File: src/rtl/trit_counter_if.sv
// rtl/trit_counter_if.sv - control/result bundle between a trit counter and its driver
//
// Purpose: carries the counter's control inputs and its registered results.
// Signals:
//   clear    - synchronous clear of value and flags
//   load     - load load_val this cycle
//   load_val - trit-encoded value to load (2 bits per trit)
//   en, up   - step enable and direction (1 = increment)
//   q        - counter value, trit i at [2i+1:2i]
//   wrap     - one-cycle pulse when q shows a post-wrap value
//   done     - one-shot sequence complete
//   err      - sticky illegal-trit-on-load flag
// Modports: master drives controls and observes results, slave is the counter.

interface trit_counter_if #(
  parameter int NTRITS = 2
);
  logic                  clear;
  logic                  load;
  logic [2*NTRITS-1:0]   load_val;
  logic                  en;
  logic                  up;
  logic [2*NTRITS-1:0]   q;
  logic                  wrap;
  logic                  done;
  logic                  err;

  modport master (
    output clear, load, load_val, en, up,
    input  q, wrap, done, err
  );

  modport slave (
    input  clear, load, load_val, en, up,
    output q, wrap, done, err
  );
endinterface

File: src/rtl/trit_counter.sv
// rtl/trit_counter.sv - synchronous N-trit up/down counter with 2-bit trit encoding
//
// Purpose: base-3 counter producing a ternary word (00=0, 01=1, 10=2) that
// sweeps all 3^NTRITS operand combinations for downstream ternary gates.
// Parameters:
//   NTRITS  - number of trits, q is 2*NTRITS bits wide
//   ONESHOT - 1: stop at done after one full wrap, 0: free-run
// Ports:
//   clk     - rising-edge clock
//   rst_n   - synchronous active-low reset
//   bus     - trit_counter_if slave (controls in, q/wrap/done/err out)

module trit_counter #(
  parameter int NTRITS  = 2,
  parameter bit ONESHOT = 1'b0
) (
  input  logic            clk,
  input  logic            rst_n,
  trit_counter_if.slave   bus
);
  localparam int W = 2 * NTRITS;

  logic [W-1:0] q_r;
  logic         wrap_r;
  logic         done_r;
  logic         err_r;

  logic [W-1:0] inc_q;
  logic [W-1:0] dec_q;
  logic [W-1:0] load_q;
  logic         inc_wrap;
  logic         dec_wrap;
  logic         load_ill;
  logic         halted;
  logic         step;

  // Increment: ripple a carry from trit 0; a trit at 2 rolls to 0 and passes
  // the carry on. A carry out of the top trit is the modulo wrap.
  always_comb begin : inc_chain
    logic       c;
    logic [1:0] t;
    c     = 1'b1;
    t     = 2'd0;
    inc_q = q_r;
    for (int i = 0; i < NTRITS; i++) begin
      t = q_r[2*i +: 2];
      if (c) begin
        if (t == 2'd2) begin
          inc_q[2*i +: 2] = 2'd0;
        end else begin
          inc_q[2*i +: 2] = t + 2'd1;
          c = 1'b0;
        end
      end
    end
    inc_wrap = c;
  end

  // Decrement: ripple a borrow; a trit at 0 rolls to 2 and passes it on.
  always_comb begin : dec_chain
    logic       b;
    logic [1:0] t;
    b     = 1'b1;
    t     = 2'd0;
    dec_q = q_r;
    for (int i = 0; i < NTRITS; i++) begin
      t = q_r[2*i +: 2];
      if (b) begin
        if (t == 2'd0) begin
          dec_q[2*i +: 2] = 2'd2;
        end else begin
          dec_q[2*i +: 2] = t - 2'd1;
          b = 1'b0;
        end
      end
    end
    dec_wrap = b;
  end

  // Loaded trits equal to 11 are forced to 00 so q never holds an illegal trit.
  always_comb begin : load_sanitize
    logic [1:0] t;
    t        = 2'd0;
    load_q   = '0;
    load_ill = 1'b0;
    for (int i = 0; i < NTRITS; i++) begin
      t = bus.load_val[2*i +: 2];
      if (t == 2'd3) begin
        load_ill = 1'b1;
      end else begin
        load_q[2*i +: 2] = t;
      end
    end
  end

  // In one-shot mode a finished sequence ignores en until clear/load/reset.
  assign halted = ONESHOT && done_r;
  assign step   = bus.en && !halted;

  always_ff @(posedge clk) begin
    if (!rst_n) begin
      q_r    <= '0;
      wrap_r <= 1'b0;
      done_r <= 1'b0;
      err_r  <= 1'b0;
    end else if (bus.clear) begin
      q_r    <= '0;
      wrap_r <= 1'b0;
      done_r <= 1'b0;
      err_r  <= 1'b0;
    end else if (bus.load) begin
      q_r    <= load_q;
      wrap_r <= 1'b0;
      done_r <= 1'b0;
      err_r  <= err_r | load_ill;
    end else if (step) begin
      if (bus.up) begin
        q_r    <= inc_q;
        wrap_r <= inc_wrap;
        if (ONESHOT && inc_wrap) done_r <= 1'b1;
      end else begin
        q_r    <= dec_q;
        wrap_r <= dec_wrap;
        if (ONESHOT && dec_wrap) done_r <= 1'b1;
      end
    end else begin
      wrap_r <= 1'b0;
    end
  end

  assign bus.q    = q_r;
  assign bus.wrap = wrap_r;
  assign bus.done = done_r;
  assign bus.err  = err_r;

endmodule

File: src/flat_wrapper.sv
// flat-port wrapper written by rule: the top's interface ports become plain ports
module trit_counter_flat 
#(
  parameter int NTRITS  = 2,
  parameter bit ONESHOT = 1'b0
)
  (clk, rst_n, bus_clear, bus_load, bus_load_val, bus_en, bus_up, bus_q, bus_wrap, bus_done, bus_err);
  trit_counter_if #(.NTRITS(NTRITS)) bus_i ();
  input  logic clk;
  input  logic rst_n;
  input wire logic [$bits(bus_i.clear)-1:0] bus_clear;
  input wire logic [$bits(bus_i.load)-1:0] bus_load;
  input wire logic [$bits(bus_i.load_val)-1:0] bus_load_val;
  input wire logic [$bits(bus_i.en)-1:0] bus_en;
  input wire logic [$bits(bus_i.up)-1:0] bus_up;
  output wire logic [$bits(bus_i.q)-1:0] bus_q;
  output wire logic [$bits(bus_i.wrap)-1:0] bus_wrap;
  output wire logic [$bits(bus_i.done)-1:0] bus_done;
  output wire logic [$bits(bus_i.err)-1:0] bus_err;
  assign bus_i.clear = bus_clear;
  assign bus_i.load = bus_load;
  assign bus_i.load_val = bus_load_val;
  assign bus_i.en = bus_en;
  assign bus_i.up = bus_up;
  assign bus_q = bus_i.q;
  assign bus_wrap = bus_i.wrap;
  assign bus_done = bus_i.done;
  assign bus_err = bus_i.err;
  trit_counter #(.NTRITS(NTRITS), .ONESHOT(ONESHOT)) u_core (.clk(clk), .rst_n(rst_n), .bus(bus_i));
endmodule
File: config.mk
export PLATFORM = sky130hd
export DESIGN_NAME = trit_counter_flat
export DESIGN_NICKNAME = d
export VERILOG_FILES = /design/src/rtl/trit_counter_if.sv /design/src/rtl/trit_counter.sv /design/src/flat_wrapper.sv
export SDC_FILE = /design/constraint.sdc
export NUM_CORES = 1
export LEC_CHECK = 0
export CAP_MARGIN = 30
export CORE_AREA = 2 2 39 41
export CTS_BUF_LIST = sky130_fd_sc_hd__clkbuf_4 sky130_fd_sc_hd__clkbuf_8
export CTS_CLUSTER_DIAMETER = 60
export DETAILED_ROUTE_END_ITERATION = 6
export DIE_AREA = 0 0 41 43
export PLACE_DENSITY = 0.76
export SLEW_MARGIN = 15
export SYNTH_ARGS = -nofsm -noshare
export SYNTH_HDL_FRONTEND = slang
export SYNTH_SLANG_ARGS = --single-unit
File: constraint.sdc
create_clock -name clk -period 1.4 [get_ports clk]
set_input_delay 0.35 -clock clk [delete_from_list [all_inputs] [get_ports clk]]
set_output_delay 0.35 -clock clk [all_outputs]
set_load 0.05 [all_outputs]
After elaboration in Yosys (flattened, before gate mapping). Cells that the tools add are included.

Register bits: 6. Input port bits: 10. Output and inout port bits: 7. Logic and storage cells: 43.

Add/subtract/negate cells: 4. Equal/unequal tests: 5. Mux-type cells: 20. Bitwise logic cells: 3. Reduce and logical (&&, ||, !) cells: 7.

Operators with widths (count): $mux W2 (8); $mux W4 (3); $mux W1 (9); $eq A2 B2 Y1 const B (4); $add A2 B1 Y2 const B (2); $logic_not A2 Y1 (2); $reduce_or A4 Y1 (1); $sub A2 B1 Y2 const B (2); $ne A3 B2 Y1 const B (1); $reduce_and A3 Y1 (1); $reduce_bool A3 Y1 (1); $not A1 Y1 (2); $reduce_bool A2 Y1 (1); $reduce_or A2 Y1 (1); $or A1 B1 Y1 (1).

Logic depth before layout (Yosys ltp). Gate-level depths: netlist of run 1.

Word-level depth: 6. Mapped depth: 5. Mapped depth without buffers: 5.

Worst setup path before layout of run 1. OpenSTA, ideal clock, no wires.

Path type: reg-to-reg. Start point: register u_core.q_r[0], in the netlist u_core.bus.q[0]. End point: register u_core.q_r[2], in the netlist u_core.bus.q[2]. Setup time: 101 ps. Data arrival time: 1723 ps. Data required time: 1299 ps. Setup slack: -424 ps. Cell stages (with the launch flop): 6. Path buffers: 0. Period minus slack after synthesis: 1824 ps. Path through: dfxtp_1 -> inv_1 -> ha_1 -> mux2_4 -> a2111o_1 -> o41ai_1.

Longest elaborated chain between the ends: 4. Elaborated cells on any way between the ends: 7. Classes of those cells: eq/ne: 2; mux: 2; reduce/logical: 3.

RTL lines: from (decl) (RTL line trit_counter.sv:23) `logic [W-1:0] q_r;`; from (signal assigned) (RTL line trit_counter.sv:112) `q_r <= load_q;`; from (signal assigned) (RTL line trit_counter.sv:118) `q_r <= inc_q;`; from (signal assigned) (RTL line trit_counter.sv:122) `q_r <= dec_q;`; $eq A2 B2 Y1 / $logic_not A2 Y1 (equally long branches) (RTL line trit_counter.sv:48, trit_counter.sv:69); $mux W1 (on tied branches) (RTL line trit_counter.sv:48, trit_counter.sv:69); $ne A3 B2 Y1 (no line) / $reduce_bool A3 Y1 (equally long branches); $reduce_and A3 Y1 (no line) (*).

Mark *: on every way between the ends. The rest lies on a longest branch, timed or not. A chain may end at the register's enable or synchronous reset.

Worst setup path in the final report of run 1.
Start point: register u_core.q_r[1], in the netlist u_core.bus.q[1]. End point: register u_core.q_r[3], in the netlist u_core.bus.q[3].

Same word-level chain as after synthesis.

==> impl_metrics.yaml, run 1 <==
clock_tree:
  cts.clk_slew.worst_paths_ps: 60
  cts_root_buf: "clkbuf_4"
  cts_max_level: 1
  cts_inserted_buffers: 3
  hold_buffers: 0
  cts_tree: "built"
  clk_path_buf_depth: 2
  cts_num_sinks: 6
  clock_latency_ps: 270
sta:
  finalHoldViolations: 0
  max_freq_mhz: 704
  skew_ps: 14.0
  layout_setup_ws_ps: -20.3
  finalMaxSlewViolations: 0
  fin_crit_sh_pct: 101
  rsz0062_at_grt: "true"
  fin_setup_tns_ps: -35.9
  setup_viol: 2
  fin_crit_ps: 1420
  whs_ps: 543
logic_synthesis:
  netlist-cell-type-count: 29
  synth_warnings: 0
  yosysTopAreaCell: "dfxtp_1"
  synth_top_area_share_pct: 24.2
  netlist_area_sq_um: 495
  synth_area_leaders: "dfxtp_1, ha_1, a2111o_1"
  yosysSeqAreaShare_pct: 24.2
  synth_area_per_cell_sq_um: 9.01
  syn_inst: 55
  syn-num-nets: 73
  ys_seq_elements: 6
pwr:
  cellLeakagePower_nw: 0.353
  p_total_mw: 0.574
  pwr_density_cell_mw_per_mm2: 675
  peakVddDrop_v: 0.000452
grt:
  grt_max_degree: 10
  grt_pass1_wl_microns: 1890
  grt_overflow_total: 0
  antenna_found_initial: 0
  gr-usage-all-layers_pct: 15.9
  grt_pass1_vias: 461
die:
  die_x_microns: 41
  die_h_microns: 43
  start_util_pct: 35.8
  core_area_sq_mm: 0.00138
  rows: 14
  num_io_pins: 17
  die_area_sq_mm: 0.00176
setup_path:
  critPathSlowestCell: "dfxtp_4"
  path_buf_inv: 1
  critPathMaxStageDelay_ps: 380
  worstPathArrival_ps: 1570
  critical_path_class: "flip-flop to flip-flop"
  cp_cell_sequence: "inv_4 -> ha_4 -> mux2_4 -> a2111o_1 -> o41ai_2"
  cp-end-kind: "flip-flop"
  start_kind: "flip-flop"
  critPathTopFamily: "compound AO/OA/AOI/OAI gates"
  worstPathRequired_ps: 1550
  cp_max_fo: 4
detailed_routing:
  routed_via_density: 4.91
  finalWirelength_microns: 1120
  drtPass1Iterations: 4
  drc: 0
  drt_iter0_drc: 5
  ant_nets: 0
  wire_per_inst_microns: 12.0
  vias: 457
layout:
  syn_to_final_growth_pct: 71.7
  drive_gt1_share_pct: 41.6
  fin_nets: 96
  diodes: 0
  fillers: 116
  postLayoutCellArea_sq_um: 851
  final_core_util_pct: 61.5
  final_cell_mix: "clkdlybuf4s50_1, buf_4, ha_1, buf_12"
outcome:
  violations: "setup timing"
  status: "finished with violations"
placed_design:
  place.gp.congestion: 0.726
  dp_hpwl_microns: 878
  place_area_sq_um: 790
  io_buffers: 15
worst_hold_path:
  holdCritPathClass: "flip-flop to flip-flop"
flow_run:
  drv_cap: 0
cell type report:
class / instances / area (sq um) / area share [%]
Clock buffer: 4 / 30.0 / 3.53
Inverter: 5 / 23.8 / 2.79
Multi-Input combinational cell: 39 / 375 / 44.1
Sequential cell: 6 / 133 / 15.6
Tap cell: 16 / 20.0 / 2.35
Timing Repair Buffer: 23 / 269 / 31.6
per-stage QoR:
step	setup WS [ps]	instances
final	-20.3	93
after global routing	-62.4	93
after CTS	-31.4	93
after detailed placement	-342	88
after global placement	-321	88
after floorplan	-41.1	55
path summary, 6_finish.rpt:
check	startpoint	endpoint	slack (ps)	depth (start not counted)
max	u_core.bus.q[1]$_SDFFE_PP0P_	u_core.bus.q[3]$_SDFFE_PP0P_	-20	5
min	u_core.bus.err$_SDFFE_PP0P_	u_core.bus.err$_SDFFE_PP0P_	540	2
max reg2reg	u_core.bus.q[1]$_SDFFE_PP0P_	u_core.bus.q[3]$_SDFFE_PP0P_	-20	5
min reg2reg	u_core.bus.err$_SDFFE_PP0P_	u_core.bus.err$_SDFFE_PP0P_	540	2
synthesized netlist by cell type:
cell,instances
o41ai_1,2
mux2_4,1
buf_6,1
a22o_1,1
a211oi_1,2
nor4b_1,1
dfxtp_1,6
and3b_2,1
and2b_1,1
a2111o_1,2
a31oi_1,1
nand3b_1,2
conb_1,1
or2_1,1
a21boi_0,1
buf_1,1
mux2i_1,1
ha_1,8
nand2b_1,1
clkbuf_2,1
nor2_1,4
a211o_1,1
a21oi_1,4
inv_1,5
buf_4,1
a311o_1,1
o21a_1,1
clkbuf_1,1
nand2_1,1
logic make-up after synthesis:
group                    share of synthesized area [%]
AO/OA/AOI/OAI                                     25.0
adder cells (fa/ha/maj)                           20.2
buffers and inverters                             10.1
flip-flops                                        24.2
multiplexers                                      5.05
other                                            0.757
AND/OR/NAND/NOR                                   14.6
metal layers:
| metal | wire (microns) | GRT usage, % | vias up |
|---|---|---|---|
| met3 | 55 | 4.71 | 2 |
| met1 | 452 | 18.0 | 207 |
| met5 | 0 | 0 | - |
| met4 | 14 | 8.00 | 0 |
| met2 | 598 | 25.3 | 11 |
| li1 | - | - | 237 |
flip-flops by register name (all words and copies together) (netlist names):
signal	count
u_core.bus.err	1
u_core.bus.q	4
u_core.bus.wrap	1
repair_timing:
item / 4_1_cts / 5_1_grt
buffers inserted: 1 / 0
pin swaps: 0 / 1
endpoints found under the hold margin: 0 / 0
endpoints found under the setup margin: 4 / 4
resized for setup: 3 / 2
power by group:
group | leakage, nW | internal [mW] | switching (mW)
clock network | 0.0184 | 0.128 | 0.0801
registers | 0.0515 | 0.175 | 0.00725
logic | 0.283 | 0.0949 | 0.0886
worst min-delay path, delay by kind of cell (launching register included):
family | cells | cell delay [ps]
flip-flops | 1 | 330
AO/OA/AOI/OAI | 1 | 120
AND/OR/NAND/NOR | 1 | 50
(Power assumes the default switching activity.)
==> inputs of run 2 (changes only) <==
- CORE_AREA: 2 2 39 41 -> unset
- CORE_ASPECT_RATIO: unset -> 1.4
- CORE_MARGIN: unset -> 2
- CORE_UTILIZATION: unset -> 24
- DIE_AREA: 0 0 41 43 -> unset
- PLACE_DENSITY: 0.76 -> 0.55
==> run 2 against run 1 <==
- the run still ends with setup timing left
- sequential share of layout area shrank 0.25 points
- register-to-register slack about the same
- die area rose by 39%
- critical path depth stayed put
==> impl_metrics.yaml, run 2 (synthesis results as in run 1) <==
outcome:
  status: "finished with violations"
  violations: "setup timing"
worst_hold_path:
  min_path_cells: 2
  holdCritPathClass: "flip-flop to flip-flop"
sta:
  setup_viol: 1
  layout_setup_ws_ps: -8.42
  finalHoldViolations: 0
  max_freq_mhz: 710
  fin_crit_sh_pct: 101
  skew_ps: 14.3
  fin_crit_ps: 1410
  rsz0062_at_grt: "true"
  finalMaxSlewViolations: 0
  fin_setup_tns_ps: -8.42
grt:
  antenna_found_initial: 0
  grt_max_degree: 10
  grt_pass1_wl_microns: 1950
  grt_overflow_total: 0
  gr-usage-all-layers_pct: 10.3
  grt_pass1_vias: 451
detailed_routing:
  routed_via_density: 4.92
  drt_iter0_drc: 3
  ant_nets: 0
  vias: 487
  drtPass1Iterations: 4
  wire_per_inst_microns: 11.4
  finalWirelength_microns: 1130
  drc: 0
placed_design:
  place.gp.congestion: 0.726
  place_area_sq_um: 803
  dp_hpwl_microns: 902
  io_buffers: 15
setup_path:
  worstPathRequired_ps: 1550
  start_kind: "flip-flop"
  reg2reg_depth: 5
  cp_cell_sequence: "inv_4 -> ha_4 -> mux2_4 -> a2111o_1 -> o41ai_2"
  critPathMaxStageDelay_ps: 380
  cp-end-kind: "flip-flop"
  critPathSlowestCell: "dfxtp_4"
  cp_max_fo: 4
  worstPathArrival_ps: 1560
  critical_path_class: "flip-flop to flip-flop"
pwr:
  peakVddDrop_v: 0.000296
  cellLeakagePower_nw: 0.359
  pwr_density_cell_mw_per_mm2: 665
clock_tree:
  clock_latency_ps: 260
  cts_max_level: 1
  cts_inserted_buffers: 3
  cts_num_sinks: 6
  cts_root_buf: "clkbuf_4"
  hold_buffers: 0
  cts.clk_slew.worst_paths_ps: 60
  cts_tree: "built"
  clk_path_buf_depth: 2
die:
  num_io_pins: 17
  rows: 19
  die_h_microns: 57.8
  die_x_microns: 42.4
  core_area_sq_mm: 0.00195
  die_area_sq_mm: 0.00245
  start_util_pct: 25.4
layout:
  fillers: 187
  diodes: 0
  syn_to_final_growth_pct: 74.5
  fin_nets: 97
  final_cell_mix: "clkdlybuf4s50_1, buf_4, ha_1, buf_12"
  multi_input_area_sq_um: 372
  drive_gt1_share_pct: 41.0
  postLayoutCellArea_sq_um: 865
  largest_reg_flops: 4
  regArea_sq_um: 133
  final_core_util_pct: 44.4
flow_run:
  drv_cap: 0
[run 2: cell types whose count changed in the layout (fill, tap and decap cells not counted), sizes merged]
cell / delta
buf: +1
[run 2: area by class of cell]
cell class / count / share of cell area [%]
sequential: 6 / 15.3
tap: 21 / 3.04
multi-input combinational: 39 / 43.0
timing repair buffer: 24 / 32.4
clock buffer: 4 / 3.47
inverter: 5 / 2.75
[run 2: repair_timing]
| item | in CTS | in global routing |
|---|---|---|
| buffers inserted | 0 | 1 |
| gates resized for setup | 4 | 1 |
| setup endpoints to repair | 5 | 4 |
| pin swaps | 0 | 1 |
[run 2: metrics by stage]
step,setup WS (ps),hold slack [ps],total power [mW],std cells
after detailed placement,-330,539,0.364,94
after CTS,-23.2,546,0.573,98
final,-8.42,544,0.575,99
after floorplan,-41.1,499,0.284,55
after global routing,-67.8,581,0.604,99
after global placement,-317,539,0.366,94
[run 2: layer usage]
layer	GRT usage [%]	up-vias	share of wire, %
met3	1.87	6	3.1
met2	17.6	13	53
met5	0	-	0
met1	11.8	227	40
li1	-	241	-
met4	6.25	0	3.7
[run 2: critical path: cells and delay by family, from the launching register on]
family / cells / cell delay (ps)
AOI/OAI and AO/OA: 2 / 440
DFF: 1 / 380
muxes: 1 / 280
adders and majority gates: 1 / 150
buffers and inverters: 1 / 40
[run 2: where the power goes]
part | switching (mW) | internal (mW) | leakage, nW
clock | 0.0779 | 0.128 | 0.0184
sequential | 0.00710 | 0.175 | 0.0515
combinational | 0.0897 | 0.0970 | 0.289
total | 0.175 | 0.400 | 0.359
[run 2: worst paths after layout]
kind / startpoint / end / slack [ps]
worst max register to register: u_core.bus.q[1]$_SDFFE_PP0P_ / u_core.bus.q[3]$_SDFFE_PP0P_ / -8
worst min register to register: u_core.bus.err$_SDFFE_PP0P_ / u_core.bus.err$_SDFFE_PP0P_ / 540
worst min-delay path: u_core.bus.err$_SDFFE_PP0P_ / u_core.bus.err$_SDFFE_PP0P_ / 540
worst max-delay path: u_core.bus.q[1]$_SDFFE_PP0P_ / u_core.bus.q[3]$_SDFFE_PP0P_ / -8
==> inputs of run 3 (changes only) <==
==> constraint.sdc (replaced) <==
create_clock -name clk -period 1.4 [get_ports clk]
set_input_delay 0.35 -clock clk [delete_from_list [all_inputs] [get_ports clk]]
set_output_delay 0.35 -clock clk [all_outputs]
set_load 0.1 [all_outputs]
==> run 3 against run 2 <==
- the flow now finishes without violations
- final cell count decreased by 3.0%
- setup slack improved by 15 ps
- first-iteration DRC count rose by 33%
- utilization shrank 1.8 points
- largest power group is now combinational logic
==> impl_metrics.yaml, run 3 (synthesis results as in run 1) <==
outcome:
  status: "finished clean"
clock_tree:
  clock_latency_ps: 240
  cts_inserted_buffers: 3
  cts_root_buf: "clkbuf_4"
  hold_buffers: 0
  cts_tree: "built"
  cts_max_level: 1
  clk_path_buf_depth: 2
  cts.clk_slew.worst_paths_ps: 40
  cts_num_sinks: 6
sta:
  setup_viol: 0
  skew_ps: 2.03
  finalHoldViolations: 0
  max_freq_mhz: 717
  finalMaxSlewViolations: 0
  rsz0062_at_grt: "true"
  fin_crit_ps: 1390
  layout_setup_ws_ps: 6.14
  whs_ps: 546
  fin_crit_sh_pct: 99.6
  fin_setup_tns_ps: 0
detailed_routing:
  drtPass1Iterations: 4
  drt_iter0_drc: 4
  finalWirelength_microns: 1090
  vias: 449
  drc: 0
  routed_via_density: 4.68
  wire_per_inst_microns: 11.3
  ant_nets: 0
placed_design:
  place_area_sq_um: 791
  io_buffers: 15
  place_inst: 92
  place.gp.congestion: 0.727
  dp_hpwl_microns: 895
  dp_slack_ps: -351
layout:
  largest_reg_flops: 4
  final_core_util_pct: 42.6
  final_cell_mix: "clkdlybuf4s50_1, buf_4, ha_1, buf_12"
  drive_gt1_share_pct: 37.3
  fin_nets: 95
  syn_to_final_growth_pct: 67.4
  postLayoutCellArea_sq_um: 830
  layout_commonest_cell: "clkdlybuf4s50_1"
  layout.cells.non_filler: 96
  diodes: 0
die:
  num_io_pins: 17
  start_util_pct: 25.4
  die_area_sq_mm: 0.00245
  die_h_microns: 57.8
  core_area_sq_mm: 0.00195
  die_x_microns: 42.4
  rows: 19
pwr:
  cellLeakagePower_nw: 0.337
  p_total_mw: 0.546
  pwr_density_cell_mw_per_mm2: 658
  peakVddDrop_v: 0.000464
setup_path:
  critical_path_class: "flip-flop to flip-flop"
  cp_max_fo: 4
  cp-end-kind: "flip-flop"
  worstPathArrival_ps: 1530
  start_kind: "flip-flop"
  worstPathRequired_ps: 1540
grt:
  grtUsageMet1_pct: 10.8
  grt_overflow_total: 0
  grt_use_met3_pct: 4.98
  grt_max_degree: 9
  top_usage_layer: "met2"
  grt_pass1_vias: 444
  grt_pass1_wl_microns: 1790
  gr-usage-all-layers_pct: 9.68
  use_met2_pct: 15.6
  antenna_found_initial: 0
flow_run:
  drv_cap: 0
worst_hold_path:
  holdCritPathClass: "flip-flop to flip-flop"
run 3: area by class of cell:
cell class,count,area (sq um)
multi-input combinational,39,360
sequential,6,135
timing repair buffer,22,262
tap,21,26.3
clock buffer,3,22.5
inverter,5,23.8
fill,213,1120
run 3: worst max-delay path: stages (launching register included):
cell and delay [ps]:
dfxtp_4 370, inv_4 40, ha_4 150, mux2_4 280
a2111o_1 380, o41ai_2 60
run 3: power breakdown:
part           internal, mW  switching [mW]
Sequential            0.174         0.00864
Combinational        0.0930           0.114
Clock                0.0967          0.0595
Total                 0.364           0.182
run 3: path summary, 6_finish.rpt:
kind	startpoint	slack, ps	depth (start not counted)	end
setup / recovery	u_core.bus.q[1]$_SDFFE_PP0P_	6	5	u_core.bus.q[3]$_SDFFE_PP0P_
hold reg to reg	u_core.bus.err$_SDFFE_PP0P_	550	2	u_core.bus.err$_SDFFE_PP0P_
setup reg to reg	u_core.bus.q[1]$_SDFFE_PP0P_	6	5	u_core.bus.q[3]$_SDFFE_PP0P_
hold / removal	u_core.bus.err$_SDFFE_PP0P_	550	2	u_core.bus.err$_SDFFE_PP0P_
run 3: layer usage:
| layer | up-vias | routed length, microns |
|---|---|---|
| li1 | 234 | - |
| met1 | 203 | 438 |
| met2 | 12 | 592 |
| met3 | 0 | 58 |
| met4 | 0 | 0 |
| met5 | - | 0 |
run 3: repair_timing:
action | in CTS | in global routing
pin swaps | 0 | 1
resized for setup | 2 | 1
buffers inserted | 1 | 0
endpoints found under the setup margin | 3 | 3
